<file path="config.mk">
export PLATFORM = sky130hd
export DESIGN_NAME = kv_cache_sched_flat
export DESIGN_NICKNAME = d
export VERILOG_FILES = /design/src/rtl/kv_cache_sched_if.sv /design/src/rtl/kv_cache_sched.sv /design/src/flat_wrapper.sv
export SDC_FILE = /design/constraint.sdc
export NUM_CORES = 1
export LEC_CHECK = 0
export CAP_MARGIN = 20
export CORE_MARGIN = 2
export CORE_UTILIZATION = 40
export DETAILED_ROUTE_END_ITERATION = 8
export PLACE_DENSITY_LB_ADDON = 0.08
export SLEW_MARGIN = 15
export SYNTH_ARGS = -nofsm -noshare
export SYNTH_HDL_FRONTEND = slang
export SYNTH_SLANG_ARGS = --single-unit
export TNS_END_PERCENT = 1
</file>
<file path="constraint.sdc">
create_clock -name clk -period 3.7 [get_ports clk]
set_clock_uncertainty 0.15 [all_clocks]
set_input_delay 0.37 -clock clk [delete_from_list [all_inputs] [get_ports clk]]
set_output_delay 0.37 -clock clk [all_outputs]
set_load 0.005 [all_outputs]
</file>
<file path="src/rtl/kv_cache_sched_if.sv">
// rtl/kv_cache_sched_if.sv - append and scan-output stream bundle for kv_cache_sched
interface kv_cache_sched_if #(
  parameter int DATA_WIDTH = 16,
  parameter int DEPTH      = 256
);
  localparam int ADDR_W = $clog2(DEPTH);

  logic                  append_valid;
  logic                  append_ready;
  logic [DATA_WIDTH-1:0] append_k;
  logic [DATA_WIDTH-1:0] append_v;

  logic                  out_valid;
  logic                  out_ready;
  logic [DATA_WIDTH-1:0] out_k;
  logic [DATA_WIDTH-1:0] out_v;
  logic [ADDR_W-1:0]     out_idx;
  logic                  out_last;

  modport master (
    output append_valid, append_k, append_v,
    input  append_ready,
    input  out_valid, out_k, out_v, out_idx, out_last,
    output out_ready
  );

  modport slave (
    input  append_valid, append_k, append_v,
    output append_ready,
    output out_valid, out_k, out_v, out_idx, out_last,
    input  out_ready
  );
endinterface

</file>
<file path="src/rtl/kv_cache_sched.sv">
// rtl/kv_cache_sched.sv - append/scan sequencer for one kv_cache instance
// Appends one token per cycle; scans a length snapshot through a 2-entry skid FIFO.
module kv_cache_sched #(
  parameter int DATA_WIDTH = 16,
  parameter int DEPTH      = 256,
  localparam int ADDR_W    = $clog2(DEPTH)
) (
  input  logic                  clk,
  input  logic                  rst,
  input  logic                  clear,
  input  logic                  scan_start,
  output logic                  scan_busy,
  output logic                  scan_done,
  output logic [ADDR_W:0]       seq_len,
  output logic                  full,
  output logic                  mem_wr_en,
  output logic [ADDR_W-1:0]     mem_wr_addr,
  output logic [DATA_WIDTH-1:0] mem_k_wr,
  output logic [DATA_WIDTH-1:0] mem_v_wr,
  output logic                  mem_rd_en,
  output logic [ADDR_W-1:0]     mem_rd_addr,
  input  logic [DATA_WIDTH-1:0] mem_k_rd,
  input  logic [DATA_WIDTH-1:0] mem_v_rd,
  kv_cache_sched_if.slave       bus
);

  typedef enum logic [1:0] {ST_IDLE, ST_SCAN, ST_DONE} state_t;

  localparam logic [ADDR_W:0] LEN_ONE  = (ADDR_W+1)'(1);
  localparam logic [ADDR_W:0] LEN_FULL = (ADDR_W+1)'(DEPTH);

  state_t                state_q, state_d;
  logic [ADDR_W:0]       seq_len_q, seq_len_d;
  logic [ADDR_W:0]       snap_q, snap_d;
  logic [ADDR_W:0]       rd_idx_q, rd_idx_d;
  logic                  inflight_q, inflight_d;
  logic [ADDR_W-1:0]     inflight_idx_q, inflight_idx_d;
  logic [DATA_WIDTH-1:0] fifo_k_q [2];
  logic [DATA_WIDTH-1:0] fifo_k_d [2];
  logic [DATA_WIDTH-1:0] fifo_v_q [2];
  logic [DATA_WIDTH-1:0] fifo_v_d [2];
  logic [ADDR_W-1:0]     fifo_idx_q [2];
  logic [ADDR_W-1:0]     fifo_idx_d [2];
  logic                  wr_ptr_q, wr_ptr_d;
  logic                  rd_ptr_q, rd_ptr_d;
  logic [1:0]            cnt_q, cnt_d;

  logic                  append_fire;
  logic                  pop;
  logic                  push;
  logic                  rd_issue;
  logic [1:0]            occ_after_pop;

  always_comb begin
    full             = (seq_len_q == LEN_FULL);
    seq_len          = seq_len_q;
    scan_busy        = (state_q != ST_IDLE);
    scan_done        = (state_q == ST_DONE);
    bus.append_ready = !full;
    append_fire      = bus.append_valid && !full && !clear;

    bus.out_valid = (cnt_q != 2'd0);
    bus.out_k     = bus.out_valid ? fifo_k_q[rd_ptr_q]   : '0;
    bus.out_v     = bus.out_valid ? fifo_v_q[rd_ptr_q]   : '0;
    bus.out_idx   = bus.out_valid ? fifo_idx_q[rd_ptr_q] : '0;
    bus.out_last  = bus.out_valid && ({1'b0, fifo_idx_q[rd_ptr_q]} == (snap_q - LEN_ONE));

    pop  = bus.out_valid && bus.out_ready;
    push = inflight_q;
    // Issue only if the data returning next cycle is guaranteed a free FIFO slot.
    occ_after_pop = cnt_q - {1'b0, pop} + {1'b0, inflight_q};
    rd_issue      = (state_q == ST_SCAN) && !clear && (rd_idx_q < snap_q) && (occ_after_pop < 2'd2);

    mem_wr_en   = append_fire;
    mem_wr_addr = append_fire ? seq_len_q[ADDR_W-1:0] : '0;
    mem_k_wr    = append_fire ? bus.append_k : '0;
    mem_v_wr    = append_fire ? bus.append_v : '0;
    mem_rd_en   = rd_issue;
    mem_rd_addr = rd_issue ? rd_idx_q[ADDR_W-1:0] : '0;
  end

  always_comb begin
    state_d        = state_q;
    seq_len_d      = seq_len_q;
    snap_d         = snap_q;
    rd_idx_d       = rd_idx_q;
    inflight_d     = rd_issue;
    inflight_idx_d = rd_idx_q[ADDR_W-1:0];
    fifo_k_d       = fifo_k_q;
    fifo_v_d       = fifo_v_q;
    fifo_idx_d     = fifo_idx_q;
    wr_ptr_d       = wr_ptr_q;
    rd_ptr_d       = rd_ptr_q;
    cnt_d          = cnt_q + {1'b0, push} - {1'b0, pop};

    if (append_fire) begin
      seq_len_d = seq_len_q + LEN_ONE;
    end

    case (state_q)
      ST_IDLE: begin
        if (scan_start) begin
          snap_d   = seq_len_q;
          rd_idx_d = '0;
          state_d  = (seq_len_q == '0) ? ST_DONE : ST_SCAN;
        end
      end
      ST_SCAN: begin
        if (rd_issue) begin
          rd_idx_d = rd_idx_q + LEN_ONE;
        end
        if (pop && bus.out_last) begin
          state_d = ST_DONE;
        end
      end
      ST_DONE: state_d = ST_IDLE;
      default: state_d = ST_IDLE;
    endcase

    if (push) begin
      fifo_k_d[wr_ptr_q]   = mem_k_rd;
      fifo_v_d[wr_ptr_q]   = mem_v_rd;
      fifo_idx_d[wr_ptr_q] = inflight_idx_q;
      wr_ptr_d             = !wr_ptr_q;
    end
    if (pop) begin
      rd_ptr_d = !rd_ptr_q;
    end

    // Clear wins over everything: drops the scan, queued entries and any read in flight.
    if (clear) begin
      state_d    = ST_IDLE;
      seq_len_d  = '0;
      snap_d     = '0;
      rd_idx_d   = '0;
      inflight_d = 1'b0;
      wr_ptr_d   = 1'b0;
      rd_ptr_d   = 1'b0;
      cnt_d      = 2'd0;
    end
  end

  always_ff @(posedge clk) begin
    if (rst) begin
      state_q        <= ST_IDLE;
      seq_len_q      <= '0;
      snap_q         <= '0;
      rd_idx_q       <= '0;
      inflight_q     <= 1'b0;
      inflight_idx_q <= '0;
      wr_ptr_q       <= 1'b0;
      rd_ptr_q       <= 1'b0;
      cnt_q          <= 2'd0;
    end else begin
      state_q        <= state_d;
      seq_len_q      <= seq_len_d;
      snap_q         <= snap_d;
      rd_idx_q       <= rd_idx_d;
      inflight_q     <= inflight_d;
      inflight_idx_q <= inflight_idx_d;
      wr_ptr_q       <= wr_ptr_d;
      rd_ptr_q       <= rd_ptr_d;
      cnt_q          <= cnt_d;
    end
  end

  // Payload storage needs no reset; outputs are gated by out_valid.
  always_ff @(posedge clk) begin
    fifo_k_q   <= fifo_k_d;
    fifo_v_q   <= fifo_v_d;
    fifo_idx_q <= fifo_idx_d;
  end

endmodule

</file>
<file path="src/flat_wrapper.sv">
// flat-port wrapper written by rule: the top's interface ports become plain ports
module kv_cache_sched_flat 
#(
  parameter int DATA_WIDTH = 16,
  parameter int DEPTH      = 256,
  localparam int ADDR_W    = $clog2(DEPTH)
)
  (clk, rst, clear, scan_start, scan_busy, scan_done, seq_len, full, mem_wr_en, mem_wr_addr, mem_k_wr, mem_v_wr, mem_rd_en, mem_rd_addr, mem_k_rd, mem_v_rd, bus_append_valid, bus_append_k, bus_append_v, bus_append_ready, bus_out_valid, bus_out_k, bus_out_v, bus_out_idx, bus_out_last, bus_out_ready);
  kv_cache_sched_if #(.DATA_WIDTH(DATA_WIDTH), .DEPTH(DEPTH)) bus_i ();
  input  logic clk;
  input  logic rst;
  input  logic clear;
  input  logic scan_start;
  output logic scan_busy;
  output logic scan_done;
  output logic [ADDR_W:0] seq_len;
  output logic full;
  output logic mem_wr_en;
  output logic [ADDR_W-1:0] mem_wr_addr;
  output logic [DATA_WIDTH-1:0] mem_k_wr;
  output logic [DATA_WIDTH-1:0] mem_v_wr;
  output logic mem_rd_en;
  output logic [ADDR_W-1:0] mem_rd_addr;
  input  logic [DATA_WIDTH-1:0] mem_k_rd;
  input  logic [DATA_WIDTH-1:0] mem_v_rd;
  input wire logic [$bits(bus_i.append_valid)-1:0] bus_append_valid;
  input wire logic [$bits(bus_i.append_k)-1:0] bus_append_k;
  input wire logic [$bits(bus_i.append_v)-1:0] bus_append_v;
  output wire logic [$bits(bus_i.append_ready)-1:0] bus_append_ready;
  output wire logic [$bits(bus_i.out_valid)-1:0] bus_out_valid;
  output wire logic [$bits(bus_i.out_k)-1:0] bus_out_k;
  output wire logic [$bits(bus_i.out_v)-1:0] bus_out_v;
  output wire logic [$bits(bus_i.out_idx)-1:0] bus_out_idx;
  output wire logic [$bits(bus_i.out_last)-1:0] bus_out_last;
  input wire logic [$bits(bus_i.out_ready)-1:0] bus_out_ready;
  assign bus_i.append_valid = bus_append_valid;
  assign bus_i.append_k = bus_append_k;
  assign bus_i.append_v = bus_append_v;
  assign bus_append_ready = bus_i.append_ready;
  assign bus_out_valid = bus_i.out_valid;
  assign bus_out_k = bus_i.out_k;
  assign bus_out_v = bus_i.out_v;
  assign bus_out_idx = bus_i.out_idx;
  assign bus_out_last = bus_i.out_last;
  assign bus_i.out_ready = bus_out_ready;
  kv_cache_sched #(.DATA_WIDTH(DATA_WIDTH), .DEPTH(DEPTH)) u_core (.clk(clk), .rst(rst), .clear(clear), .scan_start(scan_start), .scan_busy(scan_busy), .scan_done(scan_done), .seq_len(seq_len), .full(full), .mem_wr_en(mem_wr_en), .mem_wr_addr(mem_wr_addr), .mem_k_wr(mem_k_wr), .mem_v_wr(mem_v_wr), .mem_rd_en(mem_rd_en), .mem_rd_addr(mem_rd_addr), .mem_k_rd(mem_k_rd), .mem_v_rd(mem_v_rd), .bus(bus_i));
endmodule
</file>
; ---- Yosys cells after proc, flatten, opt, wreduce, memory -nomap -nowiden
; Index checks and enable logic that the tools add are counted.
[totals]
regBits = 122
output_inout_bits = 105
wordCells = 88
[op_classes]
n_addsub = 7
order_cmp = 5
n_eq_ne = 7
n_mux = 30
n_bitwise = 2
n_reduce_logical = 22
[op_table]
columns = op, count
row1 = 2-to-1 mux 16 bit, 11
row2 = bitwise mux 32 bit, 2
row3 = 2-to-1 mux 8 bit, 7
row4 = "adder 9 x 1 -> 9 bit, second input constant", 2
row5 = 2-to-1 mux 9 bit, 2
row6 = one-hot mux 9 bit (2 select lines), 1
row7 = bitwise mux 16 bit, 1
row8 = demux 16 bit (select 1 bit), 1
row9 = equality test 8 x 9 -> 1 bit, 1
row10 = "equality test 9 bit, second input constant", 1
row11 = logical AND 1 bit, 9
row12 = logical NOT 9 bit, 1
row13 = < comparator 9 bit, 1
row14 = "subtractor 9 x 1 -> 9 bit, second input constant", 1
row15 = demux 8 bit (select 1 bit), 1
row16 = 2-to-1 mux 2 bit, 3
row17 = "inequality test 2 bit, second input constant", 3
row18 = nonzero test 2 bit, 3
row19 = adder 2 x 1 -> 2 bit, 2
row20 = ">= comparator 2 bit, second input constant", 2
row21 = logical NOT 1 bit, 4
row22 = NOT 1 -> 2 bit, 2
row23 = one-hot mux 2 bit (2 select lines), 1
row24 = AND reduction 2 bit, 2
row25 = 8 further kinds, 9

; ---- Logic depth before layout (Yosys ltp)
[logic_depth]
ltp_word = 9
depth_mapped = 13

; ---- Least setup slack after synthesis
; OpenSTA, ideal clock, no wires.
[synth_path]
kind = reg-to-reg
start = register u_core.cnt_q[1]
end = register u_core.rd_idx_q[7]
setup_ps = 115
t_arrival_ps = 2657
setup_slack_ps = 778
stages_incl_launch_ff = 13
n_path_buf = 0
path_cell_list = dfxtp_1 > nor2_1 > inv_1 > and2_1 > ha_1 > inv_1 > ha_1 > xor2_1 > xnor2_1 > o2111ai_1 > a2111oi_0 > a21oi_1 > o21a_1
[synth_between]
elab_chain_len = 8
[synth_rtl]
columns = item, line
row1 = start: declaration, kv_cache_sched.sv:46  ; logic [1:0] cnt_q, cnt_d;
row2 = start signal: assignment, kv_cache_sched.sv:163  ; cnt_q <= cnt_d;
row3 = nonzero test 2 bit, kv_cache_sched.sv:62  ; bus.out_valid = (cnt_q != 2'd0);
row4 = net bus_out_valid, flat_wrapper.sv:30  ; output wire logic [$bits(bus_i.out_valid)-1:0] bus_out_valid;
row5 = logical AND 1 bit, kv_cache_sched.sv:68  ; pop = bus.out_valid && bus.out_ready;
row6 = net u_core.pop, kv_cache_sched.sv:49  ; logic pop;
row7 = subtractor 2 x 1 -> 2 bit, kv_cache_sched.sv:71  ; occ_after_pop = cnt_q - {1'b0, pop} + {1'b0, inflight_q};
row8 = adder 2 x 1 -> 2 bit, kv_cache_sched.sv:71
row9 = < comparator 2 bit, kv_cache_sched.sv:72  ; rd_issue = (state_q == ST_SCAN) && !clear && (rd_idx_q < snap_q) && (occ_after_pop < 2'd2);
row10 = logical AND 1 bit, kv_cache_sched.sv:72
row11 = inequality test 2 bit (no line), -
row12 = AND reduction 3 bit (no line), -
row13 = end signal: assignment, kv_cache_sched.sv:158  ; rd_idx_q <= rd_idx_d;
row14 = end: declaration, kv_cache_sched.sv:35  ; logic [ADDR_W:0] rd_idx_q, rd_idx_d;
; The timed path passes the listed nets, and every way through them passes these cells.
; A chain may end at the register's enable or synchronous reset.

; ---- Final worst setup path
[layout_path]
start = register u_core.cnt_q[1]
end = output mem_rd_addr[1]
[layout_between]
elab_chain_len = 7
[layout_rtl]
columns = item, line
row1 = nonzero test 2 bit, kv_cache_sched.sv:62
row2 = logical AND 1 bit, kv_cache_sched.sv:68
row3 = net u_core.pop, kv_cache_sched.sv:49
row4 = subtractor 2 x 1 -> 2 bit, kv_cache_sched.sv:71
row5 = adder 2 x 1 -> 2 bit, kv_cache_sched.sv:71
row6 = < comparator 2 bit, kv_cache_sched.sv:72
row7 = logical AND 1 bit, kv_cache_sched.sv:72
row8 = 2-to-1 mux 8 bit, kv_cache_sched.sv:79  ; mem_rd_addr = rd_issue ? rd_idx_q[ADDR_W-1:0] : '0;
row9 = end: declaration, flat_wrapper.sv:23  ; output logic [ADDR_W-1:0] mem_rd_addr;
; The timed path passes the listed nets, and every way through them passes these cells.

==> impl_results.md <==
* CP Launch Type: register
* Setup TNS Final at 0 ps
* Initial antenna violation count at 0
* Peak Freq at 276 MHz
* Worst IR Drop VDD at 0.267 mV
* Synthesized cell area at 5500 um^2
* DRT antenna net count at 0
* Syn Inst Count at 482
* Tcrit/Tclk final at 0.978
* Vias at 4109
* Gr ovfl total at 0
* Leak at 2.87 nW
* Share of post-route cells with drive strength above 1 at 0.0956
* Power Dens Cells at about 390 nW/um^2
* Worst hold slack at 275 ps
* Die area at around 15000 um^2
* First-pass GRT wire length at 20.2 mm
* Total power at 3.12 mW
* Crit Path Max Fanout at 6
* Synthesized area per cell at 11.4 um^2
* Crit path capture type: output port
* Final WL at 12.7 mm
* CTS tree: built
* Die width at 121 um
* Row cnt at 42
* Largest net degree at the start of global routing at 45
* Clk slew on worst S/H paths at 50 ps
* CTS Buf Count at 17
* Final #Nets at 751
* Commonest non-fill, non-tap cells in the layout: clkdlybuf4s50_1, edfxtp_1, nor2_1
* Final Hold Viols at 0
* Die Span Y at 121 um
* Post-synthesis sequential area ratio at 0.590
* Detailed Place HPWL at ~9 mm
* Crit path kind: reg2out
* Port Buffers at 174
* Hold Path Class: reg2reg
* Slew headroom at 0.321
* Drc violations at 0
* Final setup violation count at 0
* Area after DPL at 7460 um^2
* Post-layout min period at between 3000 and 4000 ps
* Yosys cell types at 47
* FFs w/ async S/R, synth at 0
* Most used DFF post-synth: edfxtp_1
* Post-synth net total at approximately 570
* Clk_lat worst skew at slightly above 400 ps
* Ys Warns at 0
* Req. time, crit path at 3180 ps
* CP arrival at 3100 ps
* Clock Sinks at 122
* Initial Utilization at 0.412
* Buffer depth of the longest clock path at 2
* Synth top area cells: edfxtp_1, dfxtp_1, mux2i_1
* Pre-antenna DRT Iters at 4
* Number of flops mapped to enable cells by yosys at 80
* Layout fillers at 1115
* Status: complete, no violations
* Register bit total from synthesis at 122
* Design area at 8090 um^2
* GR Util All Layers at 0.178
* Placeable Area at 13300 um^2
* Layout Utilization at 0.606
* Worst-Margin Slew at roughly 1000 ps
* Vias per cell at 4.80
* Synth top area share at 0.437
* Number of global-route vias before repair at slightly above 4000
* Final RePlAce weighted congestion at 0.879
* MaxCap Viol Count at 0
* N_diodes at 0
* Commonest non-fill, non-tap cell in the layout: clkdlybuf4s50_1
* Max Slew Vio Count at 0
* DR WL/cell at ~15 um
* Post-synth top area cell: edfxtp_1
* CTS root buf: clkbuf_16
* CTS hold repair buffers at 0
* Area grow syn2layout at 47.1%
* CTS H-tree lvls at 4
* RSZ-0062 raised after global routing: true
* Initial detailed-routing violation count at about 240
* Num ports at 175
registers in the layout, indices dropped and copies added (netlist names):
signal and count:
u_core.inflight_idx_q 8, u_core.inflight_q 1, u_core.state_q 2, u_core.fifo_idx_q 16, u_core.fifo_k_q 32, u_core.seq_len 9, u_core.snap_q 9, u_core.cnt_q 2
u_core.rd_ptr_q 1, u_core.rd_idx_q 9, u_core.wr_ptr_q 1, u_core.fifo_v_q 32
per-layer routing:
layer	track usage	up-vias	wire length (um)
met2	0.297	156	6220
met4	0.0460	0	80
met3	0.0630	7	912
met1	0.221	1913	5530
met5	0	-	0
li1	-	2033	-
report_power, final:
group	total, mW	switching (mW)	internal (mW)
Sequential	1.45	0.00216	1.45
Combinational	0.160	0.0533	0.107
Clock	1.51	0.590	0.919
Total	3.12	0.646	2.47
through the flow:
stage          instances  worst slack, ps
5_1_grt              856            -77.5
6_report             856             81.0
3_3_place_gp         819             43.0
2_1_floorplan        482              778
3_5_place_dp         819             42.1
4_1_cts              854            -11.9
timing repair:
action                     4_1_cts  5_1_grt
pin swaps                        2        2
setup buffers                    3        2
setup endpoints to repair        9        9
gates resized for setup          6        6
critical path, cell delays in order, from the launching register on:
cell,delay (ps)
dfxtp_2,340
nor2_4,110
inv_1,50
and2_4,160
ha_1,280
inv_1,60
ha_2,180
xor2_2,190
xnor2_2,170
o2111ai_2,200
a21o_1,250
inv_2,100
and2_1,120
clkdlybuf4s50_1,490
synthesized netlist by cell type, drive strengths merged (9+ instances only):
library cell / number
edfxtp: 80
nor2: 74
and2: 49
dfxtp: 42
mux2i: 42
nand2: 30
inv: 23
a21oi: 16
clkbuf: 15
xnor2: 15
ha: 14
xor2: 9
cells by family after synthesis:
logic type,Yosys count,synth area share
AO/OA/AOI/OAI,39,0.0480
buffers and inverters,44,0.0341
XOR/XNOR,24,0.0382
multiplexers,44,0.0805
AND/OR/NAND/NOR,195,0.177
flip-flops,122,0.590
adder cells (fa/ha/maj),14,0.0319
worst paths after layout:
kind                                end  slack, ps  cells past startpoint                     start
setup / recovery         mem_rd_addr[1]         80                     13           u_core.cnt_q[1]
hold / removal    u_core.fifo_idx_q[11]        270                      0  u_core.inflight_idx_q[3]
setup reg to reg     u_core.rd_idx_q[6]        330                     14           u_core.cnt_q[1]
hold reg to reg   u_core.fifo_idx_q[11]        270                      0  u_core.inflight_idx_q[3]
layout make-up:
class / instances / area [um^2] / share of cell area
multi-input combinational: 316 / 2130 / 0.264
sequential: 122 / 3250 / 0.401
inverter: 24 / 104 / 0.0128
tap: 176 / 220 / 0.0272
clock buffer: 20 / 468 / 0.0578
clock inverter: 12 / 86.3 / 0.0107
timing repair buffer: 186 / 1830 / 0.227
No activity file was read; power rests on OpenSTA's default activity.
